`src/rtl/fpu_cmp_arbiter.sv`:
```
// Round-robin arbiter that time-shares one sequential FPU sub-unit between
// N_REQ requesters. One transaction is in flight at a time. A watchdog forces
// completion if the unit never accepts or never answers.
module fpu_cmp_arbiter #(
  parameter int N_REQ   = 2,
  parameter int TIMEOUT = 64
) (
  input  logic                   clk,
  input  logic                   reset_n,
  input  logic [N_REQ-1:0]       req_valid,
  output logic [N_REQ-1:0]       req_ready,
  input  logic [N_REQ-1:0][4:0]  req_op,
  input  logic [N_REQ-1:0][31:0] req_a,
  input  logic [N_REQ-1:0][31:0] req_b,
  output logic [N_REQ-1:0]       rsp_valid,
  input  logic [N_REQ-1:0]       rsp_ready,
  output logic [31:0]            rsp_int,
  output logic                   rsp_IV,
  output logic                   rsp_TO,
  output logic                   unit_valid,
  input  logic                   unit_ready,
  output logic [4:0]             unit_op,
  output logic [31:0]            unit_a,
  output logic [31:0]            unit_b,
  input  logic                   unit_rvalid,
  output logic                   unit_rready,
  input  logic [31:0]            unit_int,
  input  logic                   unit_IV
);

  localparam int IW = (N_REQ > 1) ? $clog2(N_REQ) : 1;
  localparam int CW = $clog2(TIMEOUT + 1);

  typedef enum logic [1:0] {IDLE, ISSUE, WAIT, RESP} state_e;

  state_e         state_q, state_d;
  logic [IW-1:0]  g_q, g_d, ptr_q, ptr_d;
  logic [CW-1:0]  cnt_q, cnt_d;
  logic [4:0]     op_q, op_d;
  logic [31:0]    a_q, a_d, b_q, b_d;
  logic [31:0]    rint_q, rint_d;
  logic           riv_q, riv_d, rto_q, rto_d;
  logic [IW-1:0]  gnext;
  logic           hit;
  logic           tmo;

  // (base + k) mod N_REQ without a divider; k is always < N_REQ
  function automatic logic [IW-1:0] rr_idx(input logic [IW-1:0] base, input int k);
    int s;
    s = int'(base) + k;
    if (s >= N_REQ) s = s - N_REQ;
    return IW'(s);
  endfunction

  // Round-robin pick: scan from the farthest offset down so the nearest
  // valid requester at or after ptr is the one left standing.
  always_comb begin
    gnext = ptr_q;
    hit   = 1'b0;
    for (int k = N_REQ - 1; k >= 0; k--) begin
      if (req_valid[rr_idx(ptr_q, k)]) begin
        gnext = rr_idx(ptr_q, k);
        hit   = 1'b1;
      end
    end
  end

  // Watchdog fires on the last allowed ISSUE/WAIT cycle; >= covers an ISSUE
  // handshake on that last cycle landing in WAIT with the budget already spent.
  assign tmo = (cnt_q >= CW'(TIMEOUT - 1));

  // Next-state and handshake outputs
  always_comb begin
    state_d     = state_q;
    g_d         = g_q;
    ptr_d       = ptr_q;
    cnt_d       = cnt_q;
    op_d        = op_q;
    a_d         = a_q;
    b_d         = b_q;
    rint_d      = rint_q;
    riv_d       = riv_q;
    rto_d       = rto_q;
    req_ready   = '0;
    rsp_valid   = '0;
    unit_valid  = 1'b0;
    unit_rready = 1'b0;
    case (state_q)
      IDLE: begin
        // reset_n gate keeps every output low while reset is held
        if (hit && reset_n) begin
          req_ready[gnext] = 1'b1;
          op_d    = req_op[gnext];
          a_d     = req_a[gnext];
          b_d     = req_b[gnext];
          g_d     = gnext;
          cnt_d   = '0;
          state_d = ISSUE;
        end
      end
      ISSUE: begin
        unit_valid = 1'b1;
        cnt_d      = cnt_q + 1'b1;
        if (unit_ready) begin
          state_d = WAIT;
        end else if (tmo) begin
          rint_d  = '0;
          riv_d   = 1'b0;
          rto_d   = 1'b1;
          state_d = RESP;
        end
      end
      WAIT: begin
        unit_rready = 1'b1;
        cnt_d       = cnt_q + 1'b1;
        if (unit_rvalid) begin
          rint_d  = unit_int;
          riv_d   = unit_IV;
          rto_d   = 1'b0;
          state_d = RESP;
        end else if (tmo) begin
          rint_d  = '0;
          riv_d   = 1'b0;
          rto_d   = 1'b1;
          state_d = RESP;
        end
      end
      RESP: begin
        rsp_valid[g_q] = 1'b1;
        if (rsp_ready[g_q]) begin
          ptr_d   = (g_q == IW'(N_REQ - 1)) ? '0 : g_q + 1'b1;
          state_d = IDLE;
        end
      end
      default: state_d = IDLE;
    endcase
  end

  // State and latch registers
  always_ff @(posedge clk or negedge reset_n) begin
    if (!reset_n) begin
      state_q <= IDLE;
      g_q     <= '0;
      ptr_q   <= '0;
      cnt_q   <= '0;
      op_q    <= '0;
      a_q     <= '0;
      b_q     <= '0;
      rint_q  <= '0;
      riv_q   <= 1'b0;
      rto_q   <= 1'b0;
    end else begin
      state_q <= state_d;
      g_q     <= g_d;
      ptr_q   <= ptr_d;
      cnt_q   <= cnt_d;
      op_q    <= op_d;
      a_q     <= a_d;
      b_q     <= b_d;
      rint_q  <= rint_d;
      riv_q   <= riv_d;
      rto_q   <= rto_d;
    end
  end

  assign unit_op = op_q;
  assign unit_a  = a_q;
  assign unit_b  = b_q;
  assign rsp_int = (state_q == RESP) ? rint_q : '0;
  assign rsp_IV  = (state_q == RESP) & riv_q;
  assign rsp_TO  = (state_q == RESP) & rto_q;

endmodule
```
`config.mk`:
```
export PLATFORM = sky130hd
export DESIGN_NAME = fpu_cmp_arbiter
export DESIGN_NICKNAME = d
export VERILOG_FILES = /design/src/rtl/fpu_cmp_arbiter.sv
export SDC_FILE = /design/constraint.sdc
export NUM_CORES = 1
export LEC_CHECK = 0
export ABC_AREA = 1
export CORE_AREA = 2 2 115 139
export CTS_BUF_LIST = sky130_fd_sc_hd__clkbuf_2 sky130_fd_sc_hd__clkbuf_4 sky130_fd_sc_hd__clkbuf_8
export CTS_CLUSTER_DIAMETER = 50
export DETAILED_ROUTE_END_ITERATION = 10
export DIE_AREA = 0 0 117 141
export PLACE_DENSITY = 0.79
export SKIP_LAST_GASP = 1
export SYNTH_ARGS = -nofsm -noshare
export SYNTH_HDL_FRONTEND = slang
export SYNTH_SLANG_ARGS = --single-unit
```
`constraint.sdc`:
```
create_clock -name clk -period 1.55 [get_ports clk]
set_input_delay 0.155 -clock clk [delete_from_list [all_inputs] [get_ports clk]]
set_output_delay 0.155 -clock clk [all_outputs]
set_load 0.1 [all_outputs]
```
Word-level counts from Yosys, hierarchy flattened
Cells that the tools add are included.

operators by class
  muxes and demuxes = 49
  order comparisons = 9
  bitwise operators = 2
  $add $sub $neg = 5
  reduce and logical (&&, ||, !) cells = 12
  eq/ne operators = 6

operators with widths
  operator                                                    count
  two-way mux 32 bit                                          8
  case mux 32 bit (2 select lines)                            1
  two-way mux 1 bit                                           23
  two-way mux 2 bit                                           8
  case mux 7 bit (2 select lines)                             1
  two-way mux 5 bit                                           2
  AND reduction 2 bit                                         5
  less-than comparator 1 x 2 -> 1 bit, second input constant  4
  case mux 2 bit (4 select lines)                             1
  adder 7 x 1 -> 7 bit, second input constant                 1
  >= comparator 7 x 6 -> 1 bit, second input constant         1
  two-way mux 7 bit                                           1
  inequality test 2 bit, second input constant                3
  equality test 2 bit, second input constant                  2
  case mux 1 bit (2 select lines)                             2
  nonzero test 2 bit                                          2
  logical AND 1 bit                                           3
  adder 1 x 1 -> 2 bit, second input constant                 1
  bitwise AND 1 bit                                           2
  demux 1 bit (select 1 bit)                                  2
  equality test 2 x 1 -> 1 bit, second input constant         1
  >= comparator 1 bit, second input constant                  2
  >= comparator 1 x 2 -> 1 bit, second input constant         1
  >= comparator 2 bit, second input constant                  1
  4 further kinds                                             5

storage, ports and cells
  bits of input ports = 179
  flip-flop bits (word level) = 114
  logic and storage cells = 93
  output and inout port bits = 109

Logic depth before layout (Yosys ltp)
  depth after elaboration = 13
  depth in mapped cells = 10
  depth with buffers taken out = 9

Least setup slack after synthesis
Ideal clock, no wire load.

  path kind = register -> register
  start = register state_q[0]
  end = register rint_q[0]
  path buffers = 1
  clock period less this slack = 2.404 ns
  required time = 1.436 ns
  arrival = 2.290 ns
  cell stages (with the launch flop) = 10
  library setup time = 0.114 ns
  path slack = -0.854 ns
  path through = dfrtp_1 -> inv_1 -> ha_1 -> nand2_1 -> inv_1 -> nand2_2 -> clkbuf_1 -> or2_2 -> nand3_1 -> inv_1

between the ends
  word-level cells in the longest chain between the ends = 3
  elaborated cells on any way between the ends = 6
  those cells by class = eq/ne: 3; mux: 1; reduce/logical: 2

ends and longest elaborated chain
  item                                                                          RTL line  RTL
  start, declared                                                               36        state_e state_q, state_d;
  start signal, assigned                                                        153       state_q <= state_d;
  equality test 2 x 1 -> 1 bit / equality test 2 bit (equally long branches)    88        case (state_q)
  inequality test 2 bit (no line) / nonzero test 2 bit (equally long branches)  -
  AND reduction 2 bit (no line)                                                 -
  end signal, assigned                                                          160       rint_q <= rint_d;
  end, declared                                                                 41        logic [31:0] rint_q, rint_d;

Several ways; a longest one is shown, not always the timed one.
A chain may end at the register's enable or synchronous reset.

Worst setup path after layout
  start = register state_q[1]
  end = output rsp_valid[0]

between the ends
  word-level cells in the longest chain between the ends = 2

ends and longest elaborated chain
  item                 RTL line  RTL
  equality test 2 bit  88
  two-way mux 2 bit    88
  end, declared        15        output logic [N_REQ-1:0] rsp_valid,

Every way passes these cells.

==> results.py <==
metrics = {
    "synthesis": {
        "syn_inst": 735,
        "syn_avg_cell_area_sq_um": 7.73,
        "synth_cell_types": 23,
        "netlist_area_sq_mm": 0.00568,
        "ys_ff_latch": 114,
        "yosysSeqAreaShare_pct": 50.2,
        "syn_nets": 919,
        "yosys_warnings": 0,
    },
    "sta": {
        "slew_violations": 0,
        "setup_violations": 146,
        "slew_headroom_pct": 57.0,
        "timing.fmax_mhz": 503,
        "finalWorstSetupSlack_ns": -0.439,
        "fin_tns_setup_ns": -40.66,
        "fin_crit_sh_pct": 128,
        "rsz0062_at_grt": "true",
        "hold_violations": 0,
        "worstMarginPinSlew_ns": 0.645,
        "period_needed_ns": 1.99,
        "finClkSkew_ns": 0.0153,
    },
    "flow_run": {
        "maxCapViolCount": 0,
    },
    "setup_path": {
        "crit_chain": "buf_4, ha_4, buf_6, inv_1, nor2_4, buf_12",
        "critPathRequiredTime_ns": 1.39,
        "max_stage_delay_ns": 0.38,
        "cp_num_buf_inv": 4,
        "slowest_stage": "dfrtp_1",
        "critPathLaunchType": "flip-flop",
        "critPathCaptureType": "output port",
        "critPathKind": "reg2out",
        "crit_family": "buffers and inverters",
        "crit_fanout": 7,
        "cp.arrival_ns": 1.83,
    },
    "cts": {
        "clockRootBuffer": "clkbuf_8",
        "worstSkewPairLatency_ns": 0.42,
        "clock_path_buffers": 2,
        "cts_max_level": 4,
        "numCtsBuffers": 17,
        "clkTransAtPathRegs_ns": 0.07,
        "numClockSinks": 114,
        "cts_tree": "built",
    },
    "global_routing": {
        "grt_pass1_wl_um": 35100,
        "antenna_found_initial": 0,
        "grt_usage_pct": 28.1,
        "gr-total-overflow": 0,
        "grt_max_degree": 115,
        "grt_pass1_vias": 6856,
    },
    "route": {
        "ant_nets": 0,
        "first_pass_iters": 5,
        "drc": 0,
        "drtIter0Drc": 452,
        "wire_per_inst_um": 20.9,
        "via_per_inst": 5.18,
        "routed_wl_um": 27600,
        "vias": 6851,
    },
    "placement": {
        "postPlaceCellArea_sq_mm": 0.0104,
        "finalWeightedCongestion": 0.824,
        "hpwl_um": 14500,
        "port_buffers": 287,
    },
    "power_and_ir_drop": {
        "power_mw": 28.3,
        "pwr_density_cell_mw_per_mm2": 2240,
        "leakage_nw": 6.01,
        "max-vdd-ir-drop_uv": 2410,
    },
    "finish": {
        "fin_area_sq_mm": 0.0126,
        "fin_nets": 1287,
        "layout-drive-gt1-share_pct": 45.7,
        "syn2layout_area_growth_pct": 122,
        "n_antenna_cell": 0,
    },
    "floorplanning": {
        "num_rows": 50,
        "core_sq_mm": 0.0153,
        "start_util_pct": 37.1,
        "fp.dieH_um": 141,
        "die_width_um": 117,
        "ios": 288,
        "die-area_sq_mm": 0.0165,
    },
    "run_status": {
        "violations": "negative setup slack",
        "status": "complete, but fails checks",
    },
    "hold_path": {
        "min_path_type": "in2reg",
    },
}
-- area by class of cell --
| class | instances | area (sq um) |
|---|---|---|
| Tap cell | 208 | 260 |
| Inverter | 90 | 484 |
| Timing Repair inverter | 4 | 60.1 |
| Timing Repair Buffer | 380 | 5320 |
| Clock inverter | 10 | 158 |
| Fill cell | 752 | 2690 |
| Sequential cell | 114 | 2850 |
| Clock buffer | 21 | 277 |
| Multi-Input combinational cell | 496 | 3230 |
-- report_power, final --
| part | internal [mW] | total [mW] | switching (mW) | leakage [nW] |
|---|---|---|---|---|
| Sequential | 4.36 | 5.81 | 1.45 | 1.39 |
| Clock | 1.86 | 3.19 | 1.33 | 0.215 |
| Combinational | 7.53 | 19.3 | 11.8 | 4.40 |
| Total | 13.8 | 28.3 | 14.6 | 6.01 |
-- cells in the mapped netlist --
cell type / instances / area, sq um
inv_1: 90 / 338
or2_2: 67 / 419
clkbuf_2: 2 / 10.0
nor2_1: 9 / 33.8
a21oi_1: 5 / 25.0
buf_2: 9 / 45.0
ha_1: 5 / 62.6
nand3_2: 1 / 10.0
xor2_1: 2 / 17.5
o211ai_1: 1 / 7.51
clkbuf_1: 15 / 56.3
o21ai_0: 10 / 50.1
nand4_1: 1 / 6.26
buf_4: 3 / 22.5
a21oi_4: 1 / 16.3
nand2_2: 2 / 12.5
buf_6: 7 / 78.8
nor2_4: 1 / 11.3
nand3_1: 111 / 556
dfrtp_1: 114 / 2850
nand2_1: 277 / 1040
o21ai_2: 1 / 8.76
nor3_1: 1 / 5.00
-- worst min-delay path, delay by kind of cell --
family | cells | cell delay (ns)
AND/OR/NAND/NOR | 3 | 0.26
AO/OA/AOI/OAI | 1 | 0.07
buffers and inverters | 1 | 0.13
-- worst paths after layout --
| check | from | to | slack, ns | cells past startpoint |
|---|---|---|---|---|
| min reg2reg | cnt_q[1]$_DFFE_PN0P_ | cnt_q[1]$_DFFE_PN0P_ | 0.52 | 2 |
| max in group asynchronous | reset_n | unit_a[14]$_DFFE_PN0P_ | 0.59 | 3 |
| max reg2reg | state_q[1]$_DFFE_PN0P_ | unit_b[12]$_DFFE_PN0P_ | -0.37 | 12 |
| min | reset_n | cnt_q[1]$_DFFE_PN0P_ | 0.24 | 5 |
| max | state_q[1]$_DFFE_PN0P_ | rsp_valid[0] | -0.44 | 6 |
| min in group asynchronous | reset_n | rint_q[17]$_DFFE_PN0P_ | 0.45 | 3 |
-- registers in the layout (all words and copies together), names as in the netlist --
register / count
unit_a: 32
cnt_q: 7
unit_op: 5
riv_q: 1
ptr_q: 1
unit_b: 32
state_q: 2
rint_q: 32
rto_q: 1
g_q: 1
-- timing repair --
action / 4_1_cts / 5_1_grt
hold buffers: 1 / 0
pin swaps: 30 / 22
gates cloned: 12 / 14
setup buffers: 22 / 22
endpoints found under the setup margin: 145 / 150
endpoints found under the hold margin: 114 / 0
gates resized for setup: 108 / 180
-- layout by cell type, fill, tap and decap left out, types with 2 or more instances in the layout --
cell	count
nand2_1	191
clkdlybuf4s50_1	177
buf_12	126
dfrtp_1	113
nand3_2	64
nand2_2	53
inv_1	51
nand3_1	45
or2_4	37
clkinvlp_4	33
nand2_4	33
or2_2	30
buf_4	30
buf_6	20
clkbuf_8	19
buf_8	11
nor2_1	8
o21ai_0	8
inv_2	7
clkbuf_16	7
buf_16	7
a21oi_1	4
ha_4	4
bufinv_16	4
nand3_4	3
nand2_8	3
clkinv_2	3
clkinv_8	3
nor2_4	2
inv_8	2
xor2_1	2
clkbuf_4	2
-- metrics by stage --
| step | hold slack (ns) | utilization [%] | worst slack, ns | instances |
|---|---|---|---|---|
| CTS | 0.227 | 76.7 | -0.421 | 1299 |
| detailed placement | 0.336 | 67.8 | -0.289 | 1237 |
| finish | 0.243 | 82.5 | -0.439 | 1323 |
| global placement | 0.338 | 67.8 | -0.183 | 1237 |
| floorplan | -0.141 | - | -0.182 | 735 |
| global route | 0.234 | 82.5 | -0.505 | 1323 |
-- metal layers --
metal | track usage (%) | vias up | wire [um]
li1 | - | 2984 | -
met1 | 29.7 | 3317 | 8790
met2 | 49.2 | 420 | 14500
met3 | 8.30 | 130 | 2490
met4 | 15.7 | 0 | 1830
met5 | 0 | - | 0
-- cell families after synthesis --
logic type               count (synthesis)  share of synthesized area, %
flip-flops                             114                          50.2
AND/OR/NAND/NOR                        470                          36.8
XOR/XNOR                                 2                         0.308
adder cells (fa/ha/maj)                  5                          1.10
AO/OA/AOI/OAI                           18                          1.89
buffers and inverters                  126                          9.69
(Power assumes the default switching activity.)
